==> src/rtl/capuccino_if.sv <==
// Order/response/datapath bundle between the order sources, the arbiter and the shared capuccino datapath.
interface capuccino_if;
   logic       req0;
   logic       req1;
   logic [7:0] lala0;
   logic [7:0] lala1;
   logic [7:0] planch0;
   logic [7:0] planch1;
   logic       ack0;
   logic       ack1;
   logic [7:0] cap_lala;
   logic [7:0] cap_planch;
   logic [7:0] cap_bebida;
   logic       busy;
   logic       resp_valid;
   logic       resp_id;
   logic [7:0] resp_bebida;

   modport slave (
      input  req0, req1, lala0, lala1, planch0, planch1, cap_bebida,
      output ack0, ack1, cap_lala, cap_planch, busy, resp_valid, resp_id, resp_bebida
   );

   modport master (
      output req0, req1, lala0, lala1, planch0, planch1, cap_bebida,
      input  ack0, ack1, cap_lala, cap_planch, busy, resp_valid, resp_id, resp_bebida
   );
endinterface

==> src/rtl/capuccino_arbiter.sv <==
// Two-requester round-robin front end for one shared capuccino datapath.
// Optional served-order counters are built when CAPUCCINO_CNT_EN is defined.
module capuccino_arbiter #(
   parameter int LAT = 1
`ifdef CAPUCCINO_CNT_EN
   , parameter int CNT_W = 8
`endif
) (
   input  logic        clk,
   input  logic        rst_n,
   capuccino_if.slave  bus
`ifdef CAPUCCINO_CNT_EN
   , output logic [CNT_W-1:0] served0
   , output logic [CNT_W-1:0] served1
`endif
);

   typedef enum logic [1:0] {IDLE, BUSY, DONE} state_t;

   localparam logic [3:0] CNT_INIT = 4'(LAT - 1);

   state_t     state_q, state_d;
   logic       last_q, last_d;
   logic       owner_q, owner_d;
   logic [3:0] cnt_q, cnt_d;
   logic       ack0_q, ack0_d;
   logic       ack1_q, ack1_d;
   logic [7:0] cap_lala_q, cap_lala_d;
   logic [7:0] cap_planch_q, cap_planch_d;
   logic       busy_q, busy_d;
   logic       resp_valid_q, resp_valid_d;
   logic       resp_id_q, resp_id_d;
   logic [7:0] resp_bebida_q, resp_bebida_d;
   logic       win;
`ifdef CAPUCCINO_CNT_EN
   logic [CNT_W-1:0] served0_q, served0_d;
   logic [CNT_W-1:0] served1_q, served1_d;
`endif

   always_comb begin
      state_d       = state_q;
      last_d        = last_q;
      owner_d       = owner_q;
      cnt_d         = cnt_q;
      ack0_d        = 1'b0;
      ack1_d        = 1'b0;
      cap_lala_d    = cap_lala_q;
      cap_planch_d  = cap_planch_q;
      busy_d        = busy_q;
      resp_valid_d  = 1'b0;
      resp_id_d     = resp_id_q;
      resp_bebida_d = resp_bebida_q;
      win           = 1'b0;
`ifdef CAPUCCINO_CNT_EN
      served0_d     = served0_q;
      served1_d     = served1_q;
`endif
      case (state_q)
         IDLE: begin
            if (bus.req0 || bus.req1) begin
               // A lone requester always wins; a tie goes to whoever was not served last.
               win          = (bus.req0 && bus.req1) ? ~last_q : bus.req1;
               ack0_d       = ~win;
               ack1_d       = win;
               cap_lala_d   = win ? bus.lala1   : bus.lala0;
               cap_planch_d = win ? bus.planch1 : bus.planch0;
               owner_d      = win;
               busy_d       = 1'b1;
               cnt_d        = CNT_INIT;
               state_d      = BUSY;
            end
         end
         BUSY: begin
            if (cnt_q != 4'd0) begin
               cnt_d = cnt_q - 4'd1;
            end else begin
               resp_bebida_d = bus.cap_bebida;
               resp_id_d     = owner_q;
               resp_valid_d  = 1'b1;
               state_d       = DONE;
`ifdef CAPUCCINO_CNT_EN
               if (owner_q) served1_d = served1_q + CNT_W'(1);
               else         served0_d = served0_q + CNT_W'(1);
`endif
            end
         end
         DONE: begin
            last_d  = owner_q;
            busy_d  = 1'b0;
            state_d = IDLE;
         end
         default: state_d = IDLE;
      endcase
   end

   always_ff @(posedge clk) begin
      if (!rst_n) begin
         state_q       <= IDLE;
         last_q        <= 1'b1;
         owner_q       <= 1'b0;
         cnt_q         <= 4'd0;
         ack0_q        <= 1'b0;
         ack1_q        <= 1'b0;
         cap_lala_q    <= 8'd0;
         cap_planch_q  <= 8'd0;
         busy_q        <= 1'b0;
         resp_valid_q  <= 1'b0;
         resp_id_q     <= 1'b0;
         resp_bebida_q <= 8'd0;
`ifdef CAPUCCINO_CNT_EN
         served0_q     <= '0;
         served1_q     <= '0;
`endif
      end else begin
         state_q       <= state_d;
         last_q        <= last_d;
         owner_q       <= owner_d;
         cnt_q         <= cnt_d;
         ack0_q        <= ack0_d;
         ack1_q        <= ack1_d;
         cap_lala_q    <= cap_lala_d;
         cap_planch_q  <= cap_planch_d;
         busy_q        <= busy_d;
         resp_valid_q  <= resp_valid_d;
         resp_id_q     <= resp_id_d;
         resp_bebida_q <= resp_bebida_d;
`ifdef CAPUCCINO_CNT_EN
         served0_q     <= served0_d;
         served1_q     <= served1_d;
`endif
      end
   end

   assign bus.ack0        = ack0_q;
   assign bus.ack1        = ack1_q;
   assign bus.cap_lala    = cap_lala_q;
   assign bus.cap_planch  = cap_planch_q;
   assign bus.busy        = busy_q;
   assign bus.resp_valid  = resp_valid_q;
   assign bus.resp_id     = resp_id_q;
   assign bus.resp_bebida = resp_bebida_q;
`ifdef CAPUCCINO_CNT_EN
   assign served0 = served0_q;
   assign served1 = served1_q;
`endif

endmodule
==> src/flat_wrapper.sv <==
// flat-port wrapper written by rule: the top's interface ports become plain ports
module capuccino_arbiter_flat 
#(
   parameter int LAT = 1

)
  (clk, rst_n, bus_req0, bus_req1, bus_lala0, bus_lala1, bus_planch0, bus_planch1, bus_cap_bebida, bus_ack0, bus_ack1, bus_cap_lala, bus_cap_planch, bus_busy, bus_resp_valid, bus_resp_id, bus_resp_bebida);
  capuccino_if bus_i ();
  input  logic clk;
  input  logic rst_n;
  input wire logic [$bits(bus_i.req0)-1:0] bus_req0;
  input wire logic [$bits(bus_i.req1)-1:0] bus_req1;
  input wire logic [$bits(bus_i.lala0)-1:0] bus_lala0;
  input wire logic [$bits(bus_i.lala1)-1:0] bus_lala1;
  input wire logic [$bits(bus_i.planch0)-1:0] bus_planch0;
  input wire logic [$bits(bus_i.planch1)-1:0] bus_planch1;
  input wire logic [$bits(bus_i.cap_bebida)-1:0] bus_cap_bebida;
  output wire logic [$bits(bus_i.ack0)-1:0] bus_ack0;
  output wire logic [$bits(bus_i.ack1)-1:0] bus_ack1;
  output wire logic [$bits(bus_i.cap_lala)-1:0] bus_cap_lala;
  output wire logic [$bits(bus_i.cap_planch)-1:0] bus_cap_planch;
  output wire logic [$bits(bus_i.busy)-1:0] bus_busy;
  output wire logic [$bits(bus_i.resp_valid)-1:0] bus_resp_valid;
  output wire logic [$bits(bus_i.resp_id)-1:0] bus_resp_id;
  output wire logic [$bits(bus_i.resp_bebida)-1:0] bus_resp_bebida;
  assign bus_i.req0 = bus_req0;
  assign bus_i.req1 = bus_req1;
  assign bus_i.lala0 = bus_lala0;
  assign bus_i.lala1 = bus_lala1;
  assign bus_i.planch0 = bus_planch0;
  assign bus_i.planch1 = bus_planch1;
  assign bus_i.cap_bebida = bus_cap_bebida;
  assign bus_ack0 = bus_i.ack0;
  assign bus_ack1 = bus_i.ack1;
  assign bus_cap_lala = bus_i.cap_lala;
  assign bus_cap_planch = bus_i.cap_planch;
  assign bus_busy = bus_i.busy;
  assign bus_resp_valid = bus_i.resp_valid;
  assign bus_resp_id = bus_i.resp_id;
  assign bus_resp_bebida = bus_i.resp_bebida;
  capuccino_arbiter #(.LAT(LAT)) u_core (.clk(clk), .rst_n(rst_n), .bus(bus_i));
endmodule
==> config.mk <==
export PLATFORM = sky130hd
export DESIGN_NAME = capuccino_arbiter_flat
export DESIGN_NICKNAME = d
export VERILOG_FILES = /design/src/rtl/capuccino_if.sv /design/src/rtl/capuccino_arbiter.sv /design/src/flat_wrapper.sv
export SDC_FILE = /design/constraint.sdc
export NUM_CORES = 1
export LEC_CHECK = 0
export CORE_ASPECT_RATIO = 1.5
export CORE_UTILIZATION = 44
export DETAILED_ROUTE_END_ITERATION = 8
export PLACE_DENSITY = 0.83
export SETUP_SLACK_MARGIN = 0.3
export SYNTH_ARGS = -nofsm -noshare
export SYNTH_HDL_FRONTEND = slang
export SYNTH_SLANG_ARGS = --single-unit
==> constraint.sdc <==
create_clock -name clk -period 2.8 [get_ports clk]
set_input_delay 0.28 -clock clk [delete_from_list [all_inputs] [get_ports clk]]
set_output_delay 0.28 -clock clk [all_outputs]
set_load 0.02 [all_outputs]
# --- Word-level counts from Yosys, hierarchy flattened ---
# Index checks and enable logic that the tools add are counted.
totals:
  elab_cells: 46
  output_inout_bits: 29
  inputBits: 44
  reg_bits: 37
op_classes:
  reduce_logical: 13
  n_bitwise: 3
  n_addsub: 1
  eq_ne: 5
  muxes: 12
ops:
  columns: ["op", "n"]
  rows:
  - ["$mux 8", 2]
  - ["$reduce_and 2->1", 5]
  - ["$mux 4", 2]
  - ["$pmux 4 s2", 1]
  - ["$reduce_and 3->1", 2]
  - ["$mux 2", 2]
  - ["$ne 2x1->1 const B", 2]
  - ["$pmux 2 s2", 1]
  - ["$reduce_bool 2->1", 2]
  - ["$reduce_bool 4->1", 1]
  - ["$sub 4x1->4 const B", 1]
  - ["$mux 1", 3]
  - ["$not 1->1", 3]
  - ["$eq 2x1->1 const B", 1]
  - ["$eq 2x2->1 const B", 1]
  - ["$logic_not 2->1", 1]
  - ["$ne 2x2->1 const B", 1]
  - ["$pmux 1 s2", 1]
  - ["$logic_and 1x1->1", 1]
  - ["$logic_or 1x1->1", 1]

# --- Longest topological paths before layout ---
# Gate-level depths: netlist of the first run.
depth:
  word_depth: 3
  ltp_mapped: 6

# --- Worst setup path before layout of the first run ---
# OpenSTA, ideal clock, no wires.
synth_timing:
  path_kind: "reg-to-reg"
  from: "reg u_core.cnt_q[0]"
  to: "reg u_core.cnt_q[3]"
  path_slack_ns: 1.376
  period_less_slack_ns: 1.424
  stages_incl_launch_ff: 6
  n_path_buf: 0
  t_arrival_ns: 1.354
  cell_sequence: "dfxtp_1 inv_1 ha_1 nor3b_2 or4_1 a21oi_1"
synth_via:
  elab_chain_len: 3
synth_rtl:
  columns: ["element", "line", "source"]
  rows:
  - ["from (decl)", "capuccino_arbiter.sv:25", "logic [3:0] cnt_q, cnt_d;"]
  - ["from (signal assigned)", "capuccino_arbiter.sv:118", "cnt_q <= cnt_d;"]
  - ["$sub 4x1->4 or $reduce_bool 4->1 (tied branches)", "capuccino_arbiter.sv:75, capuccino_arbiter.sv:74", null]
  - ["$mux 4 or $ne 2x1->1 (tied branches)", null, null]
  - ["$pmux 4 s2 or $reduce_and 3->1 (tied branches)", null, null]
# Several ways; a longest one is shown, not always the timed one. The select of a mux whose other input is x is not followed.
# A chain may end at the register's enable or synchronous reset.

# --- Worst setup path in the final report of the first run ---
layout_timing:
  from: "reg u_core.state_q[0]"
  to: "reg u_core.cap_planch_q[4], in the netlist u_core.bus.cap_planch[4]"
layout_via:
  elab_chain_len: 2
layout_rtl:
  columns: ["element", "line", "source"]
  rows:
  - ["from (decl)", "capuccino_arbiter.sv:22", "state_t state_q, state_d;"]
  - ["from (signal assigned)", "capuccino_arbiter.sv:115", "state_q <= state_d;"]
  - ["$logic_not 2->1", "capuccino_arbiter.sv:58", "case (state_q)"]
  - ["$reduce_and 2->1 (no source line)", null, null]
  - ["to (signal assigned)", "capuccino_arbiter.sv:122", "cap_planch_q <= cap_planch_d;"]
  - ["to (decl)", "capuccino_arbiter.sv:29", "logic [7:0] cap_planch_q, cap_planch_d;"]
# No other way between the ends.

==> results.sh, run 1 <==
export IMPL_fin_crit_sh_pct=60.8
export IMPL_slew_headroom_pct=44.6
export IMPL_grtUsageMet1_pct=23.3
export IMPL_cp_data_arrival_time_ns=1.90
export IMPL_grt_pass1_wl_mm=6.60
export IMPL_cts_max_path_buffers=2
export IMPL_wl_per_cell_um=13.3
export IMPL_power_frac_clock_pct=28.3
export IMPL_cts_root_buf="clkbuf_8"
export IMPL_cts_resized=0
export IMPL_ant_nets=0
export IMPL_synth_area_mm2=0.00161
export IMPL_syn_to_final_growth_pct=50.1
export IMPL_layout_setup_ws_ns=1.10
export IMPL_synth_ff_latch_count=37
export IMPL_cts_max_level=2
export IMPL_syn_inst=183
export IMPL_routed_wl_mm=3.92
export IMPL_finalCriticalPeriod_ns=1.70
export IMPL_p_sw_uw=342
export IMPL_drtPass1Iterations=4
export IMPL_synth_top_area_share_pct=45.9
export IMPL_dp_hpwl_mm=2.71
export IMPL_worst_pin_slew_ns=0.831
export IMPL_synth_top_cell_by_area="dfxtp_1"
export IMPL_clkLatencyLatePin_ns=0.29
export IMPL_drc=0
export IMPL_clock_sinks=37
export IMPL_start_util_pct=46.8
export IMPL_final_common_cell="clkdlybuf4s50_1"
export IMPL_irDropWorstVdd_mv=0.443
export IMPL_core_area_mm2=0.00345
export IMPL_drv_cap=0
export IMPL_comb_power_share_pct=23.6
export IMPL_final_cell_mix="clkdlybuf4s50_1 (72), inv_1 (38), dfxtp_1 (37)"
export IMPL_grt_max_degree=29
export IMPL_slowest_stage="o2111ai_2"
export IMPL_max_stage_delay_ns=0.50
export IMPL_syn_num_nets=229
export IMPL_p_seq_share_pct=48.0
export IMPL_cts_setup_buffers=0
export IMPL_antenna_found_initial=0
export IMPL_grtUsageTotal_pct=22.1
export IMPL_ff_latch_area_um2=741
export IMPL_grt_util_met2_pct=37.9
export IMPL_dpl_worst_slack_ns=0.832
export IMPL_synth_cell_type_count=35
export IMPL_crit_type="reg2reg"
export IMPL_finalMaxSlewViolations=0
export IMPL_drt_iter0_markers=49
export IMPL_via_per_inst=5.29
export IMPL_cts_hold_buf=0
export IMPL_power_uw=1230
export IMPL_nNetsFinal=297
export IMPL_worstSetupStartpointType="flip-flop"
export IMPL_dieWidth_um=51.5
export IMPL_power_density_mw_per_mm2=509
export IMPL_drive_gt1_share_pct=5.95
export IMPL_busiest_layer="met2"
export IMPL_dieArea_mm2=0.00392
export IMPL_switching_share_pct=27.7
export IMPL_clock_skew_ns=0.00249
export IMPL_internal_power_uw=892
export IMPL_crit_path_end_kind="flip-flop"
export IMPL_yosysWarnings=0
export IMPL_max_clock_freq_mhz=587
export IMPL_cp_cell_sequence="nor2_4, o2111ai_2, o221ai_1"
export IMPL_seq_area_frac_synth_pct=45.9
export IMPL_fillCellCount=292
export IMPL_grt_overflow_total=0
export IMPL_synthTopCellsByArea="dfxtp_1 (46%), o221ai_1 (9.2%), inv_1 (8.8%), nand4_1 (6.6%), a21boi_1 (4.2%)"
export IMPL_gp_congestion=0.807
export IMPL_path_max_fanout=18
export IMPL_avgSynthCellArea_um2=8.82
export IMPL_grt_pass1_vias=1508
export IMPL_instances_no_fill=294
export IMPL_status="completed"
export IMPL_crit_required_ns=3.00
export IMPL_die_h_um=76.2
export IMPL_io_buffers=72
export IMPL_setup_tns_ns=0
export IMPL_cts_tree="yes"
export IMPL_fp_row_count=26
export IMPL_final_hold_viol_count=0
export IMPL_via_count=1556
export IMPL_holdCritPathClass="reg2reg"
export IMPL_cts_clk_slew_worst_paths_ns=0.07
export IMPL_setup_violations=0
export IMPL_p_leak_uw=0.000961
export IMPL_io_pins=73
export IMPL_multi_input_area_um2=668
export IMPL_use_met3_pct=7.58
export IMPL_rsz0062_at_grt="no"
export IMPL_numCtsBuffers=5
export IMPL_dp_cells=286
export IMPL_num_antenna_cells=0
## power groups by stage
stage | Sequential [uW] | Combinational (uW) | Clock [uW]
2_1_floorplan | 646 | 98.8 | 0
3_3_place_gp | 603 | 289 | 0
3_5_place_dp | 603 | 291 | 0
4_1_cts | 592 | 294 | 358
5_1_grt | 596 | 315 | 382
6_report | 592 | 292 | 349
## sequential cells by signal, summed over array words and instances (netlist names), 2 cells and up
| signal | flops |
|---|---|
| u_core.bus.cap_lala | 8 |
| u_core.bus.cap_planch | 8 |
| u_core.bus.resp_bebida | 8 |
| u_core.cnt_q | 4 |
| u_core.state_q | 2 |
## cell families after synthesis
kind of cell	count (synthesis)	synth area share (%)
adders and majority gates	2	1.55
and+or+nand+nor	44	17.1
DFF	37	45.9
buffers and inverters	51	12.7
muxes	1	0.620
AOI/OAI and AO/OA	48	22.2
## Yosys cell counts, drive strengths merged
master and count:
nor2b 1, o21ai 14, nand4 17, o21bai 1, or3b 1, o2111ai 1
a21boi 11, inv 38, o221ai 17, buf 5, nor3b 1, nand2 1
or4 2, and2 1, clkbuf 8, o211a 1, a21oi 2, and3 3
or3 2, nand3 9, or2 1, nand2b 2, mux2i 1, dfxtp 37
o22ai 1, nor2 3, ha 2
## critical path: cells and delay by family (launching register included)
family	cells	cell delay [ns]
and+or+nand+nor	1	0.39
DFF	1	0.38
AOI/OAI and AO/OA	2	0.84
## metal layers
metal / vias to the layer above / share of wire (%)
li1: 787 / -
met3: 8 / 6.3
met1: 707 / 40
met4: 0 / 2.1
met2: 54 / 52
met5: - / 0
## cell type report
cell class / instances / area share (%)
clock buffers: 6 / 3.00
clock inverters: 2 / 0.413
inverters: 38 / 5.89
multi-input cells: 95 / 27.6
flip-flops and latches: 37 / 30.6
well taps: 42 / 2.17
repair buffers: 74 / 30.4
## through the flow
step	cell area, um2	hold WS [ns]	utilization, %
floorplan	1610	0.427	-
global placement	2340	0.458	67.9
detailed placement	2340	0.467	67.9
CTS	2420	0.477	70.2
global route	2420	0.493	70.2
finish	2420	0.474	70.2
## worst paths after layout
kind / startpoint / to / slack [ns] / cells after the start
setup / recovery: u_core.state_q[0] / u_core.bus.cap_planch[4] / 1.10 / 3
hold / removal: u_core.bus.resp_bebida[3] / u_core.bus.resp_bebida[3] / 0.47 / 2
setup reg to reg: u_core.state_q[0] / u_core.bus.cap_planch[4] / 1.10 / 3
hold reg to reg: u_core.bus.resp_bebida[3] / u_core.bus.resp_bebida[3] / 0.47 / 2
Note: power is estimated with default switching activity, not from simulation.
==> run 2, diff against run 1 <==
Settings changed: CORE_UTILIZATION 44 to 37, PLACE_DENSITY 0.83 to 0.74.
Clock period 2.8 ns to 1.4 ns, I/O delays scaled along.
==> results.sh, run 2 (synthesis gave the netlist of run 1 again) <==
export IMPL_final_common_cell="clkdlybuf4s50_1"
export IMPL_stdcell_area_mm2=0.00296
export IMPL_final_hold_viol_count=0
export IMPL_holdCritPathClass="in2reg"
export IMPL_cts_max_level=2
export IMPL_ant_nets=0
export IMPL_p_leak_uw=0.00126
export IMPL_worst_pin_slew_ns=0.341
export IMPL_crit_path_end_kind="flip-flop"
export IMPL_cp_cell_sequence="inv_2, ha_4, nor3b_4, buf_6, or4_1, a21oi_1"
export IMPL_drc=0
export IMPL_p_sw_uw=787
export IMPL_crit_required_ns=1.63
export IMPL_nNetsFinal=328
export IMPL_dieWidth_um=55.9
export IMPL_drive_gt1_share_pct=32.5
export IMPL_slew_headroom_pct=77.2
export IMPL_fin_crit_sh_pct=105
export IMPL_dp_cells=303
export IMPL_fp_row_count=29
export IMPL_num_antenna_cells=0
export IMPL_drtPass1Iterations=6
export IMPL_grt_overflow_total=0
export IMPL_internal_power_uw=2000
export IMPL_path_max_fanout=3
export IMPL_die_h_um=82.9
export IMPL_slowest_stage="or4_1"
export IMPL_busiest_layer="met2"
export IMPL_grt_pass1_wl_mm=7.65
export IMPL_clock_skew_ns=0.00473
export IMPL_irDropWorstVdd_mv=0.844
export IMPL_drt_iter0_markers=44
export IMPL_gp_congestion=0.785
export IMPL_finalMaxSlewViolations=0
export IMPL_cp_data_arrival_time_ns=1.70
export IMPL_grt_pass1_vias=1653
export IMPL_p_seq_share_pct=42.3
export IMPL_cts_root_buf="clkbuf_8"
export IMPL_cts_tree="yes"
export IMPL_clock_sinks=37
export IMPL_io_pins=73
export IMPL_crit_type="reg2reg"
export IMPL_antenna_found_initial=0
export IMPL_finalCriticalPeriod_ns=1.47
export IMPL_dp_hpwl_mm=3.01
export IMPL_power_density_mw_per_mm2=941
export IMPL_violations="negative setup slack"
export IMPL_setup_violations=3
export IMPL_start_util_pct=38.3
export IMPL_grtUsageTotal_pct=21.0
export IMPL_final_cell_mix="clkdlybuf4s50_1 (42), inv_1 (35), dfxtp_1 (33)"
export IMPL_syn_to_final_growth_pct=83.5
export IMPL_rsz0062_at_grt="yes"
export IMPL_wl_per_cell_um=14.7
export IMPL_clkLatencyLatePin_ns=0.29
export IMPL_status="complete, but fails checks"
export IMPL_io_buffers=72
export IMPL_core_area_mm2=0.00421
export IMPL_worst_path_buf_inv=2
export IMPL_grt_max_degree=18
export IMPL_via_count=1714
export IMPL_cts_max_path_buffers=2
export IMPL_drv_cap=0
export IMPL_placed_cell_area_mm2=0.00260
export IMPL_numCtsBuffers=5
export IMPL_cts_hold_buf=0
export IMPL_max_clock_freq_mhz=681
export IMPL_max_stage_delay_ns=0.46
export IMPL_comb_power_share_pct=28.3
export IMPL_instances_no_fill=329
export IMPL_layout_setup_ws_ns=-0.0680
export IMPL_switching_share_pct=28.2
export IMPL_routed_wl_mm=4.84
export IMPL_worstSetupStartpointType="flip-flop"
export IMPL_via_per_inst=5.21
export IMPL_grtUsageMet1_pct=21.8
export IMPL_fillCellCount=321
export IMPL_dieArea_mm2=0.00464
export IMPL_grt_util_met2_pct=38.3
export IMPL_cts_clk_slew_worst_paths_ns=0.07
export IMPL_use_met3_pct=5.76
export IMPL_power_frac_clock_pct=29.4
export IMPL_crit_family="simple AND/OR/NAND/NOR gates"
## run 2: changes by cell type in the layout (fill, tap and decap cells not counted), sizes merged
cell	delta
buf	+28
clkbuf	+18
clkdlybuf4s15	+13
clkdlybuf4s50	-30
dlygate4sd2	+2
dlymetal6s2s	+1
inv	-1
## run 2: cell type report
class / instances / area (um2) / share of cell area [%]
timing repair buffer: 105 / 1070 / 36.0
multi-input combinational: 95 / 837 / 28.3
sequential: 37 / 751 / 25.3
inverter: 38 / 148 / 4.99
clock buffer: 7 / 96.3 / 3.25
tap: 46 / 57.6 / 1.94
clock inverter: 1 / 5.00 / 0.169
## run 2: final timing paths
kind | from | end | slack (ns) | cells past startpoint
setup / recovery | u_core.cnt_q[1] | u_core.cnt_q[2] | -0.07 | 6
hold / removal | bus_cap_bebida[1] | u_core.bus.resp_bebida[1] | 0.40 | 3
setup reg to reg | u_core.cnt_q[1] | u_core.cnt_q[2] | -0.07 | 6
hold reg to reg | u_core.bus.resp_bebida[6] | u_core.bus.resp_bebida[6] | 0.48 | 2
## run 2: metrics by stage
stage,util [%],worst slack (ns),power [uW],hold WS (ns),setup TNS (ns)
after floorplan,-,0.0615,1550,0.287,0
after detailed placement,61.8,-0.156,1910,0.466,-0.940
after global routing,70.4,-0.0977,2920,0.413,-0.289
after global placement,61.8,-0.0823,1900,0.461,-0.256
final,70.4,-0.0680,2790,0.401,-0.112
after CTS,67.7,-0.0718,2740,0.396,-0.286
## run 2: per-layer routing
layer  vias to the layer above  wire, um
li1                        844         -
met1                       806      1810
met2                        57      2700
met3                         7       237
met4                         0        94
met5                         -         0
## run 2: timing repair
action,in CTS,in global routing
buffers inserted,9,4
gates cloned,2,3
setup endpoints to repair,62,58
gates resized for setup,59,41
pin swaps,3,13
hold endpoints to repair,0,0
## run 2: worst register-to-register path: stages (launching register included)
cell,delay [ns]
dfxtp_2,0.34
inv_2,0.05
ha_4,0.15
nor3b_4,0.15
buf_6,0.12
or4_1,0.46
a21oi_1,0.13
## run 2: power by group through the flow
stage	Sequential (uW)	Combinational (uW)	Clock (uW)
finish	1180	789	818
global route	1190	844	893
CTS	1180	736	832
detailed placement	1210	700	0
global placement	1200	694	0
floorplan	1290	256	0
==> run 3, diff against run 2 <==
Settings changed: SKIP_CTS_REPAIR_TIMING set to 1.
==> results.sh, run 3 (synthesis gave the netlist of run 1 again) <==
export IMPL_holdCritPathClass="in2reg"
export IMPL_gp_congestion=0.785
export IMPL_drv_cap=0
export IMPL_drtPass1Iterations=4
export IMPL_setup_violations=2
export IMPL_slew_headroom_pct=79.0
export IMPL_via_per_inst=5.21
export IMPL_drive_gt1_share_pct=25.3
export IMPL_max_stage_delay_ns=0.48
export IMPL_die_h_um=82.9
export IMPL_core_area_mm2=0.00421
export IMPL_clock_sinks=37
export IMPL_worstSetupStartpointType="flip-flop"
export IMPL_io_buffers=72
export IMPL_numCtsBuffers=5
export IMPL_cts_root_buf="clkbuf_8"
export IMPL_final_common_cell="clkdlybuf4s50_1"
export IMPL_fin_util_pct=69.7
export IMPL_crit_family="simple AND/OR/NAND/NOR gates"
export IMPL_dpl_worst_slack_ns=-0.156
export IMPL_violations="negative setup slack"
export IMPL_slowest_stage="or4_1"
export IMPL_grtUsageTotal_pct=18.9
export IMPL_final_cell_mix="clkdlybuf4s50_1 (43), inv_1 (36), dfxtp_1 (33)"
export IMPL_clkLatencyLatePin_ns=0.29
export IMPL_cts_tree="yes"
export IMPL_cp_startpoint="u_core.cnt_q[1]"
export IMPL_dieArea_mm2=0.00464
export IMPL_layout_setup_ws_ns=-0.153
export IMPL_worst_path_buf_inv=2
export IMPL_num_antenna_cells=0
export IMPL_worstHoldPathCells=3
export IMPL_grt_pass1_wl_mm=6.91
export IMPL_fp_row_count=29
export IMPL_crit_type="reg2reg"
export IMPL_via_count=1662
export IMPL_cts_max_path_buffers=2
export IMPL_r2r_slack_ns=-0.15
export IMPL_crit_required_ns=1.63
export IMPL_ant_nets=0
export IMPL_max_clock_freq_mhz=644
export IMPL_cts_max_level=2
export IMPL_start_util_pct=38.3
export IMPL_status="complete, but fails checks"
export IMPL_io_pins=73
export IMPL_cp_data_arrival_time_ns=1.78
export IMPL_fin_crit_sh_pct=111
export IMPL_clock_skew_ns=0.00636
export IMPL_finalMaxSlewViolations=0
export IMPL_final_hold_viol_count=0
export IMPL_hold_end="u_core.bus.resp_bebida[1]"
export IMPL_irDropWorstVdd_mv=0.828
export IMPL_drt_iter0_markers=38
export IMPL_syn_to_final_growth_pct=81.9
export IMPL_worstRegToRegCells=6
export IMPL_wl_per_cell_um=14.6
export IMPL_power_density_mw_per_mm2=930
export IMPL_routed_wl_mm=4.67
export IMPL_path_max_fanout=8
export IMPL_r2r_end="u_core.cnt_q[2]"
export IMPL_worst_pin_slew_ns=0.315
export IMPL_p_leak_uw=0.00160
export IMPL_timing_rr_start="u_core.cnt_q[1]"
export IMPL_grt_overflow_total=0
export IMPL_grt_pass1_vias=1549
export IMPL_cts_clk_slew_worst_paths_ns=0.07
export IMPL_finalCriticalPeriod_ns=1.55
export IMPL_min_delay_start="bus_cap_bebida[1]"
export IMPL_cp_cell_sequence="inv_2, ha_4, nor3b_4, buf_12, or4_1, a21oi_1"
export IMPL_nNetsFinal=318
export IMPL_drc=0
export IMPL_dieWidth_um=55.9
export IMPL_rsz0062_at_grt="yes"
export IMPL_dp_hpwl_mm=3.01
export IMPL_grt_max_degree=21
export IMPL_antenna_found_initial=0
export IMPL_crit_path_end_kind="flip-flop"
run 3: power breakdown:
| part | internal (uW) | switching, uW |
|---|---|---|
| clock network | 445 | 375 |
| registers | 1140 | 45.0 |
| logic | 386 | 344 |
| total | 1970 | 764 |
run 3: routing by layer:
layer,track usage (%),routed length [um],vias to the layer above
li1,-,-,829
met1,20.3,1740,782
met2,33.3,2630,46
met3,5.61,221,5
met4,9.09,73,0
met5,0,0,-
run 3: per-stage QoR:
stage	hold slack [ns]	setup TNS (ns)	std cells	total power (uW)	instance area [um2]
2_1_floorplan	0.287	0	183	1550	1760
3_3_place_gp	0.461	-0.256	303	1900	2600
3_5_place_dp	0.466	-0.940	303	1910	2600
4_1_cts	0.396	-1.03	311	2720	2700
5_1_grt	0.423	-0.391	319	2860	2940
6_report	0.400	-0.185	319	2730	2940
run 3: area by class of cell:
class	count	area, um2
Clock inverter	1	5.00
Inverter	38	143
Clock buffer	7	96.3
Timing Repair Buffer	94	1030
Sequential cell	37	748
Tap cell	46	57.6
Multi-Input combinational cell	96	852
Fill cell	333	1270
run 3: how the worst max path moves through the flow:
stage                            to  cells past startpoint
floorplan           u_core.cnt_q[2]                      5
global placement    u_core.cnt_q[1]                      5
detailed placement  u_core.cnt_q[1]                      5
CTS                 u_core.cnt_q[1]                      5
global route        u_core.cnt_q[2]                      6
finish              u_core.cnt_q[2]                      6
run 3: worst min-delay path, cell delays in order:
cell and delay (ns):
clkdlybuf4s50_1 0.39, nand3_1 0.06, a21boi_1 0.05
